--- src/rtl/reg_bank_pkg.sv ---
// Shared widths and step-operation encodings for the four-entry register bank.
package reg_bank_pkg;

    localparam int DATA_W    = 8;
    localparam int REG_SEL_W = 2;

    localparam logic [1:0] STEP_NONE = 2'b00;
    localparam logic [1:0] STEP_INC  = 2'b01;
    localparam logic [1:0] STEP_DEC  = 2'b10;

endpackage

--- src/rtl/reg_cell.sv ---
// One bank register: write beats step, wrap/borrow carry and zero detect.
module reg_cell
    import reg_bank_pkg::*;
#(
    parameter int WIDTH = DATA_W
) (
    input  logic             clk,
    input  logic             rst,
    input  logic             wr_hit,
    input  logic [WIDTH-1:0] wr_data,
    input  logic             step_hit,
    input  logic [1:0]       step_op,
    output logic [WIDTH-1:0] value,
    output logic [WIDTH-1:0] next_value,
    output logic             carry_next,
    output logic             zero
);

    // A colliding write suppresses the step entirely, carry included.
    always_comb begin
        next_value = value;
        carry_next = 1'b0;
        if (wr_hit) begin
            next_value = wr_data;
        end else if (step_hit) begin
            case (step_op)
                STEP_INC: begin
                    next_value = value + WIDTH'(1);
                    carry_next = &value;
                end
                STEP_DEC: begin
                    next_value = value - WIDTH'(1);
                    carry_next = ~|value;
                end
                STEP_NONE: next_value = value;
                default:   next_value = value;
            endcase
        end
    end

    always_ff @(posedge clk) begin
        if (rst) begin
            value <= '0;
        end else begin
            value <= next_value;
        end
    end

    assign zero = (value == '0);

endmodule

--- src/rtl/reg_bank.sv ---
// Four-entry register bank with raw taps, bypassed registered read ports and a step unit.
module reg_bank
    import reg_bank_pkg::*;
#(
    parameter int DATA_W   = 8,
    parameter int NUM_REGS = 4
) (
    input  logic                 clk,
    input  logic                 rst,
    input  logic                 wrEn,
    input  logic [1:0]           wrSel,
    input  logic [DATA_W-1:0]    wrData,
    input  logic [1:0]           stepOp,
    input  logic [1:0]           stepSel,
    input  logic [1:0]           rdSelA,
    input  logic [1:0]           rdSelB,
    output logic [DATA_W-1:0]    rdDataA,
    output logic [DATA_W-1:0]    rdDataB,
    output logic [DATA_W-1:0]    regTap0,
    output logic [DATA_W-1:0]    regTap1,
    output logic [DATA_W-1:0]    regTap2,
    output logic [DATA_W-1:0]    regTap3,
    output logic [NUM_REGS-1:0]  zeroFlag,
    output logic                 stepCarry
);

    logic [NUM_REGS-1:0] wr_hit;
    logic [NUM_REGS-1:0] step_hit;
    logic [NUM_REGS-1:0] carry_next;
    logic [DATA_W-1:0]   cur_value  [NUM_REGS];
    logic [DATA_W-1:0]   next_value [NUM_REGS];

    for (genvar i = 0; i < NUM_REGS; i++) begin : g_cell
        assign wr_hit[i]   = wrEn && (wrSel == REG_SEL_W'(i));
        assign step_hit[i] = (stepSel == REG_SEL_W'(i));

        reg_cell #(
            .WIDTH(DATA_W)
        ) u_cell (
            .clk        (clk),
            .rst        (rst),
            .wr_hit     (wr_hit[i]),
            .wr_data    (wrData),
            .step_hit   (step_hit[i]),
            .step_op    (stepOp),
            .value      (cur_value[i]),
            .next_value (next_value[i]),
            .carry_next (carry_next[i]),
            .zero       (zeroFlag[i])
        );
    end

    // Reading next-state values gives same-cycle write/step bypass for free.
    always_ff @(posedge clk) begin
        if (rst) begin
            rdDataA   <= '0;
            rdDataB   <= '0;
            stepCarry <= 1'b0;
        end else begin
            rdDataA   <= next_value[rdSelA];
            rdDataB   <= next_value[rdSelB];
            stepCarry <= |carry_next;
        end
    end

    assign regTap0 = cur_value[0];
    assign regTap1 = cur_value[1];
    assign regTap2 = cur_value[2];
    assign regTap3 = cur_value[3];

endmodule

--- config.mk ---
export PLATFORM = sky130hd
export DESIGN_NAME = reg_bank
export DESIGN_NICKNAME = d
export VERILOG_FILES = /design/src/rtl/reg_bank_pkg.sv /design/src/rtl/reg_cell.sv /design/src/rtl/reg_bank.sv
export SDC_FILE = /design/constraint.sdc
export NUM_CORES = 1
export LEC_CHECK = 0
export CAP_MARGIN = 30
export CELL_PAD_IN_SITES_DETAIL_PLACEMENT = 0
export CELL_PAD_IN_SITES_GLOBAL_PLACEMENT = 1
export CORE_MARGIN = 3
export CORE_UTILIZATION = 44
export CTS_CLUSTER_SIZE = 12
export DETAILED_ROUTE_END_ITERATION = 8
export PLACE_DENSITY_LB_ADDON = 0.25
export SLEW_MARGIN = 20
export SYNTH_ARGS = -nofsm -noshare
export SYNTH_HDL_FRONTEND = slang
export SYNTH_HIERARCHICAL = 1
export SYNTH_SLANG_ARGS = --single-unit
export TNS_END_PERCENT = 10
--- constraint.sdc ---
create_clock -name clk -period 9.9 [get_ports clk]
set_clock_uncertainty 0.2 [all_clocks]
set_input_delay 2.97 -clock clk [delete_from_list [all_inputs] [get_ports clk]]
set_output_delay 2.97 -clock clk [all_outputs]
set_load 0.005 [all_outputs]
=== Word level (Yosys, flattened, before mapping) ===
Cells that the tools add are included.

* Logic and storage cells: 80
* Bits in registers: 49
* Input bits: 21
* Output and inout bits: 53

* Reductions and logical operators: 23
* $lt $le $gt $ge: 2
* Equality and inequality tests: 8
* Add/subtract/negate cells: 8
* Bitwise logic cells: 2
* Multiplexer cells: 30

{| class="wikitable"
|+ Operators by type and width
! kind !! number
|-
| $mux W8 || 12
|-
| $pmux W8 S2 || 4
|-
| $add A8 B1 Y8 const B || 4
|-
| $bmux W8 S2 || 2
|-
| $logic_not A8 Y1 || 4
|-
| $reduce_and A8 Y1 || 4
|-
| $reduce_or A8 Y1 || 4
|-
| $sub A8 B1 Y8 const B || 4
|-
| $eq A2 B2 Y1 const B || 5
|-
| $mux W1 || 8
|-
| $pmux W1 S2 || 4
|-
| $eq A2 B1 Y1 const B || 3
|-
| $ge A3 B3 Y1 const B || 2
|-
| $not A2 Y3 || 2
|-
| $logic_and A1 B1 Y1 || 4
|-
| $logic_not A1 Y1 || 4
|-
| $logic_not A2 Y1 || 2
|-
| $reduce_or A4 Y1 || 1
|}

=== Longest topological paths before layout ===
Gate-level depths: netlist of run 1.

* Depth after elaboration: 7
* Depth in mapped cells: 12
* Mapped depth without buffers: 11

=== Modules after synthesis ===
Netlist of run 1, hierarchy kept.

{| class="wikitable"
|+ Modules (own cells, without submodules)
! module !! times used !! area each (µm²) !! cells an instance !! sequential area each (µm²)
|-
| reg_cell at g_cell[2].u_cell ... || 2 || 960.9 || 128 || 160.2
|-
| reg_cell at g_cell[0].u_cell ... || 2 || 918.4 || 120 || 160.2
|-
| reg_bank || 1 || 928.4 || 88 || 340.3
|}

=== Worst setup path after synthesis of run 1 ===
Ideal clock, no wire load.

* Path type: input-to-reg
* From: input stepOp[0]
* To: register rdDataB[6]
* Slack: 4,519 ps
* Cell stages on the path: 12
* Setup time: 133 ps
* Arrival time: 5,048 ps
* Data required time: 9,567 ps
* Path buffers: 1
* Path through: inv_1 > ha_1 > buf_6 > xor2_1 > ha_1 > or3b_1 > and4_1 > o31ai_2 > xor2_1 > a21oi_1 > mux2i_1 > o22ai_1

{| class="wikitable"
|+ RTL lines
! what !! RTL line !! source
|-
| from (decl) || reg_bank.sv:13 || <nowiki>input logic [1:0] stepOp,</nowiki>
|-
| to (signal assigned) || reg_bank.sv:61 || <nowiki>rdDataB <= next_value[rdSelB];</nowiki>
|-
| to (decl) || reg_bank.sv:18 || <nowiki>output logic [DATA_W-1:0] rdDataB,</nowiki>
|}

==> flow_summary.ini, run 1 <==
[clocking]
cts_hold_buf = 0
cts_made_buffers = 5
cts_tree = done
cts_resized = 0
clockBufferDepth = 2
root_buffer = clkbuf_8
path_clk_slew_ns = 0.09
clk_latency_ns = 0.30
post_cts_buffers = 0
htreeDepth = 2
clock_sinks = 49

[routing]
first_pass_iters = 8
drcViolationCount = 0
antenna_left = 0
drt-initial-drc-count = 289
finalWirelength_um = 13800
via_per_inst = 5.95
via_count = 4513
wl_per_cell_um = 18.2

[logic_synthesis]
synth_edf_count = 0
synth_top_area_cell = dfxtp_1
syn_area_um2 = 4690
yosysMostFrequentCell = dfxtp_1
synthCells = 584
synth_common_cells = dfxtp_1, mux2i_1, a21oi_1
synth_ff_type = dfxtp_1
ys_ff_latch = 49
syn-num-nets = 621
yosysWarnings = 6
syn_avg_cell_area_um2 = 8.03
yosys.area.top_type_share_pct = 20.9
yosys-top-cells-area = dfxtp_1, mux2i_1, ha_1
synth.yosys.seq_area_share_pct = 20.9
async_flop_share_pct = 0
synth.distinct_cells = 59

[floorplan]
die_width_um = 109
io_pins = 74
die_height_um = 109
core_um2 = 10300
start_util_pct = 45.4
dieArea_um2 = 11900
rows = 37

[cells_and_area]
syn_to_final_growth_pct = 13.9
final-seq-area_um2 = 981
multi_input_area_um2 = 3240
fill_cells = 1030
antenna_cells = 0
nets = 658
finish.utilization_pct = 51.7
drive_gt1_share_pct = 4.66

[run_status]
outcome = finished clean

[global_routing]
grt_use_total_pct = 23.1
grt_pass1_wl_um = 21800
grt_pass1_vias = 4023
overflow = 0
antenna_found_initial = 0
grt_max_degree = 24

[hold_path]
holdPathStages = 2
hold_class = reg -> reg
min_from = g_cell[0].u_cell/value[6]

[placement]
place_hpwl_um = 10300
place.gp.congestion = 0.887
portBuffers = 73

[critical_path]
rrSetupSlack_ns = 7.08
cp-endpoint = rdDataA[6]
cp-end-kind = flip-flop
crit_path_start_kind = input port
arrival_ns = 6.32
critPathLaunch = stepOp[1]
path_class = in -> reg
worstPathRequired_ns = 9.88
r2r_end = rdDataA[6]
ff2ff_path_depth = 9
rr_startpoint = g_cell[0].u_cell/value[1]
path_max_fanout = 18

[sta]
finalSetupTns_ns = 0
worst_pin_slew_ns = 0.691
fmax_mhz = 158
setup_violations = 0
drv_slew = 0
hold_viol = 0
final.period_utilization_pct = 64.0
rsz0062_at_grt = false
timing.slew.headroom_pct = 54.0
min_period_ns = 6.34

[pwr]
powerDensity_nw_per_um2 = 107
ir_drop_mv = 0.0750
power_leakage_nw = 2.10

[run]
max-cap-violations = 0
==> worst max-delay path, cell delays in order <==
cell and delay [ns]:
clkdlybuf4s50_1 0.81, ha_1 0.62, xor2_1 0.21, ha_1 0.25
or3b_1 0.36, and4_1 0.20, o31ai_2 0.26, xor2_1 0.22
a21oi_1 0.13, mux2i_1 0.17, o22ai_1 0.10
==> layout make-up <==
cell class | instances | area share [%]
clock buffer | 6 | 1.36
clock inverter | 2 | 0.187
inverter | 22 | 1.55
multi-input combinational | 465 | 60.7
sequential | 49 | 18.4
tap | 136 | 3.19
timing repair buffer | 78 | 14.7
==> routing by layer <==
layer / vias up / share of wire [%] / GRT usage (%)
met5: - / 0 / 0
met4: 0 / 1.2 / 3.74
met2: 130 / 47 / 38.3
met3: 8 / 5.1 / 2.55
met1: 2160 / 46 / 32.8
li1: 2215 / - / -
==> state kept, by name (all words and copies together) (netlist names) <==
name                 count
rdDataB                  8
rdDataA                  8
g_cell.u_cell/value     32
stepCarry                1
==> cells by family (layout without fill, tap and decap cells) <==
| group | Yosys count | in the layout | synth area share (%) |
|---|---|---|---|
| AOI/OAI and AO/OA | 166 | 166 | 23.8 |
| xor gates and xnor gates | 30 | 30 | 5.61 |
| adders and majority gates | 16 | 16 | 4.27 |
| buffers and inverters | 70 | 108 | 10.0 |
| DFF | 49 | 49 | 20.9 |
| muxes | 46 | 46 | 9.82 |
| and+or+nand+nor | 207 | 207 | 25.5 |
==> worst min-delay path by stage <==
stage,to,slack [ns]
6_report,g_cell[0].u_cell/value[6],0.55
5_1_grt,g_cell[0].u_cell/value[6],0.57
2_1_floorplan,g_cell[0].u_cell/value[6],0.45
3_3_place_gp,g_cell[1].u_cell/value[6],0.52
3_5_place_dp,g_cell[1].u_cell/value[6],0.52
4_1_cts,g_cell[0].u_cell/value[6],0.54
==> per-stage QoR <==
| step | instance area (um2) | instances | setup WS (ns) | power, mW | hold WS [ns] |
|---|---|---|---|---|---|
| 6_report | 5340 | 758 | 3.56 | 0.570 | 0.550 |
| 5_1_grt | 5340 | 758 | 3.42 | 0.601 | 0.574 |
| 4_1_cts | 5310 | 756 | 3.58 | 0.570 | 0.542 |
| 3_5_place_dp | 5230 | 748 | 3.27 | 0.455 | 0.520 |
| 3_3_place_gp | 5230 | 748 | 3.37 | 0.452 | 0.519 |
| 2_1_floorplan | 4690 | 584 | 4.52 | 0.377 | 0.452 |
==> layout by cell type, fill, tap and decap left out, types with 5 or more instances in the layout <==
master,instances
clkdlybuf4s50_1,73
dfxtp_1,49
mux2i_1,46
a21oi_1,38
o21ai_0,36
nor2_1,33
nand2_1,29
inv_1,22
nor3_1,22
nand2b_1,18
o22ai_1,18
xor2_1,18
ha_1,16
and2_1,15
nor2b_1,14
nand3_1,14
xnor2_1,12
a211oi_1,12
o21a_1,10
nor4_1,9
a22oi_1,8
o211a_1,8
or3b_1,6
and3_1,5
clkbuf_8,5
==> power by group <==
| part | internal [mW] | leakage, nW | total, mW | switching (mW) |
|---|---|---|---|---|
| Combinational | 0.107 | 1.66 | 0.212 | 0.105 |
| Clock | 0.0492 | 0.0450 | 0.116 | 0.0666 |
| Sequential | 0.213 | 0.401 | 0.242 | 0.0292 |
(Power assumes the default switching activity.)
==> run 2: changes to the inputs <==
Settings changed: CORE_UTILIZATION 44 to 37.
Clock period 9.9 ns to 5.65 ns, I/O delays scaled along.
==> flow_summary.ini, run 2 (synthesis results as in run 1) <==
[sta]
drv_slew = 0
setup_violations = 0
worst_pin_slew_ns = 0.996
finalSetupTns_ns = 0
min_period_ns = 4.66
hold_viol = 0
layout_setup_ws_ns = 0.993
rsz0062_at_grt = false
timing.slew.headroom_pct = 33.4
final.period_utilization_pct = 82.4
fmax_mhz = 215

[global_routing]
grt_max_degree = 20
grt_pass1_vias = 4224
grt_pass1_wl_um = 22800
overflow = 0
antenna_found_initial = 0
grt_use_total_pct = 19.7

[cells_and_area]
fin_cells = 796
largest_reg_flops = 32
syn_to_final_growth_pct = 17.4
nets = 664
fill_cells = 1259
largest-register = g_cell.u_cell/value
antenna_cells = 0
largestRegisters = g_cell.u_cell/value (32), rdDataA (8), rdDataB (8)
layout_common_cells = clkdlybuf4s50_1, dfxtp_1, mux2i_1, a21oi_1, o21ai_0
final_common_cell = clkdlybuf4s50_1
final_area_um2 = 5500
drive_gt1_share_pct = 5.73

[critical_path]
cp-end-kind = flip-flop
worst-path-buf-inv = 2
rr_startpoint = g_cell[0].u_cell/value[1]
path_class = in -> reg
slowest_delay_ns = 0.69
cp_cell_sequence = clkdlybuf4s50_1 > inv_1 > ha_1 > xor2_1 > ha_1 > or3b_1 > and4_1 > o31ai_2 > xor2_1 > a21oi_1 > mux2i_1 > o22ai_1
arrival_ns = 4.62
crit_path_start_kind = input port
cp.depth = 12
crit_family = buffers and inverters
ff2ff_path_depth = 9
critPathLaunch = stepOp[0]
path_max_fanout = 8
worst_path_max_delay_cell = clkdlybuf4s50_1
worstPathRequired_ns = 5.61

[clocking]
clockBufferDepth = 2
cts_hold_buf = 0
cts_made_buffers = 5
clk_latency_ns = 0.29
cts_tree = done
htreeDepth = 2
path_clk_slew_ns = 0.07
post_cts_buffers = 0
root_buffer = clkbuf_16
cts_resized = 0
clock_sinks = 49

[routing]
via_per_inst = 5.64
wl_per_cell_um = 18.0
via_count = 4492
finalWirelength_um = 14300
drt-initial-drc-count = 373
antenna_left = 0
drcViolationCount = 0
first_pass_iters = 6

[floorplan]
start_util_pct = 38.4
core_um2 = 12200
io_pins = 74
rows = 40
dieArea_um2 = 14100
die_width_um = 119
die_height_um = 119

[pwr]
power_leakage_nw = 2.17
ir_drop_mv = 0.103
powerDensity_nw_per_um2 = 210

[hold_path]
hold_class = reg -> reg
min_from = g_cell[1].u_cell/value[6]
holdPathStages = 2

[placement]
place_hpwl_um = 10800
detailed_place.area_um2 = 5320
place.gp.congestion = 0.878
dp_cells = 787
pre_cts_slack_ns = 0.736
portBuffers = 73

[run_status]
outcome = finished clean

[run]
max-cap-violations = 0
run 2: metal layers:
layer / global-route usage (%) / vias up / routed length, um
li1: - / 2231 / -
met1: 27.0 / 2126 / 6780
met2: 32.9 / 118 / 6710
met3: 2.06 / 17 / 524
met4: 5.21 / 0 / 281
met5: 0 / - / 0
run 2: layout make-up:
| cell class | count | area (um2) | area share, % |
|---|---|---|---|
| Clock buffer | 5 | 125 | 2.27 |
| Tap cell | 168 | 210 | 3.82 |
| Inverter | 22 | 82.6 | 1.50 |
| Multi-Input combinational cell | 465 | 3240 | 58.9 |
| Timing Repair Buffer | 84 | 821 | 14.9 |
| Sequential cell | 49 | 981 | 17.8 |
| Clock inverter | 3 | 43.8 | 0.796 |
run 2: power breakdown:
part | switching, mW | internal, mW | leakage (nW) | total (mW)
sequential | 0.0518 | 0.373 | 0.401 | 0.425
clock | 0.143 | 0.210 | 0.0842 | 0.353
combinational | 0.186 | 0.189 | 1.69 | 0.376
total | 0.382 | 0.773 | 2.17 | 1.15
run 2: final timing paths:
| check | slack (ns) | end |
|---|---|---|
| worst min-delay path | 0.56 | g_cell[1].u_cell/value[6] |
| worst min register to register | 0.56 | g_cell[1].u_cell/value[6] |
| worst max-delay path | 0.99 | rdDataB[6] |
| worst max register to register | 2.84 | rdDataB[6] |
run 2: stage by stage:
stage | power (mW) | hold slack, ns | utilization [%]
global placement | 0.801 | 0.530 | 43.6
finish | 1.15 | 0.559 | 45.1
global route | 1.21 | 0.604 | 45.1
CTS | 1.16 | 0.547 | 44.9
detailed placement | 0.804 | 0.535 | 43.6
floorplan | 0.660 | 0.452 | -
run 2: worst reg2reg max path, cell delays in order (launching register included):
cell and delay, ns:
dfxtp_1 0.60, xor2_1 0.20, ha_1 0.24, or3b_1 0.36
and4_1 0.20, o31ai_2 0.26, xor2_1 0.25, a21oi_1 0.13
mux2i_1 0.14, o22ai_1 0.11
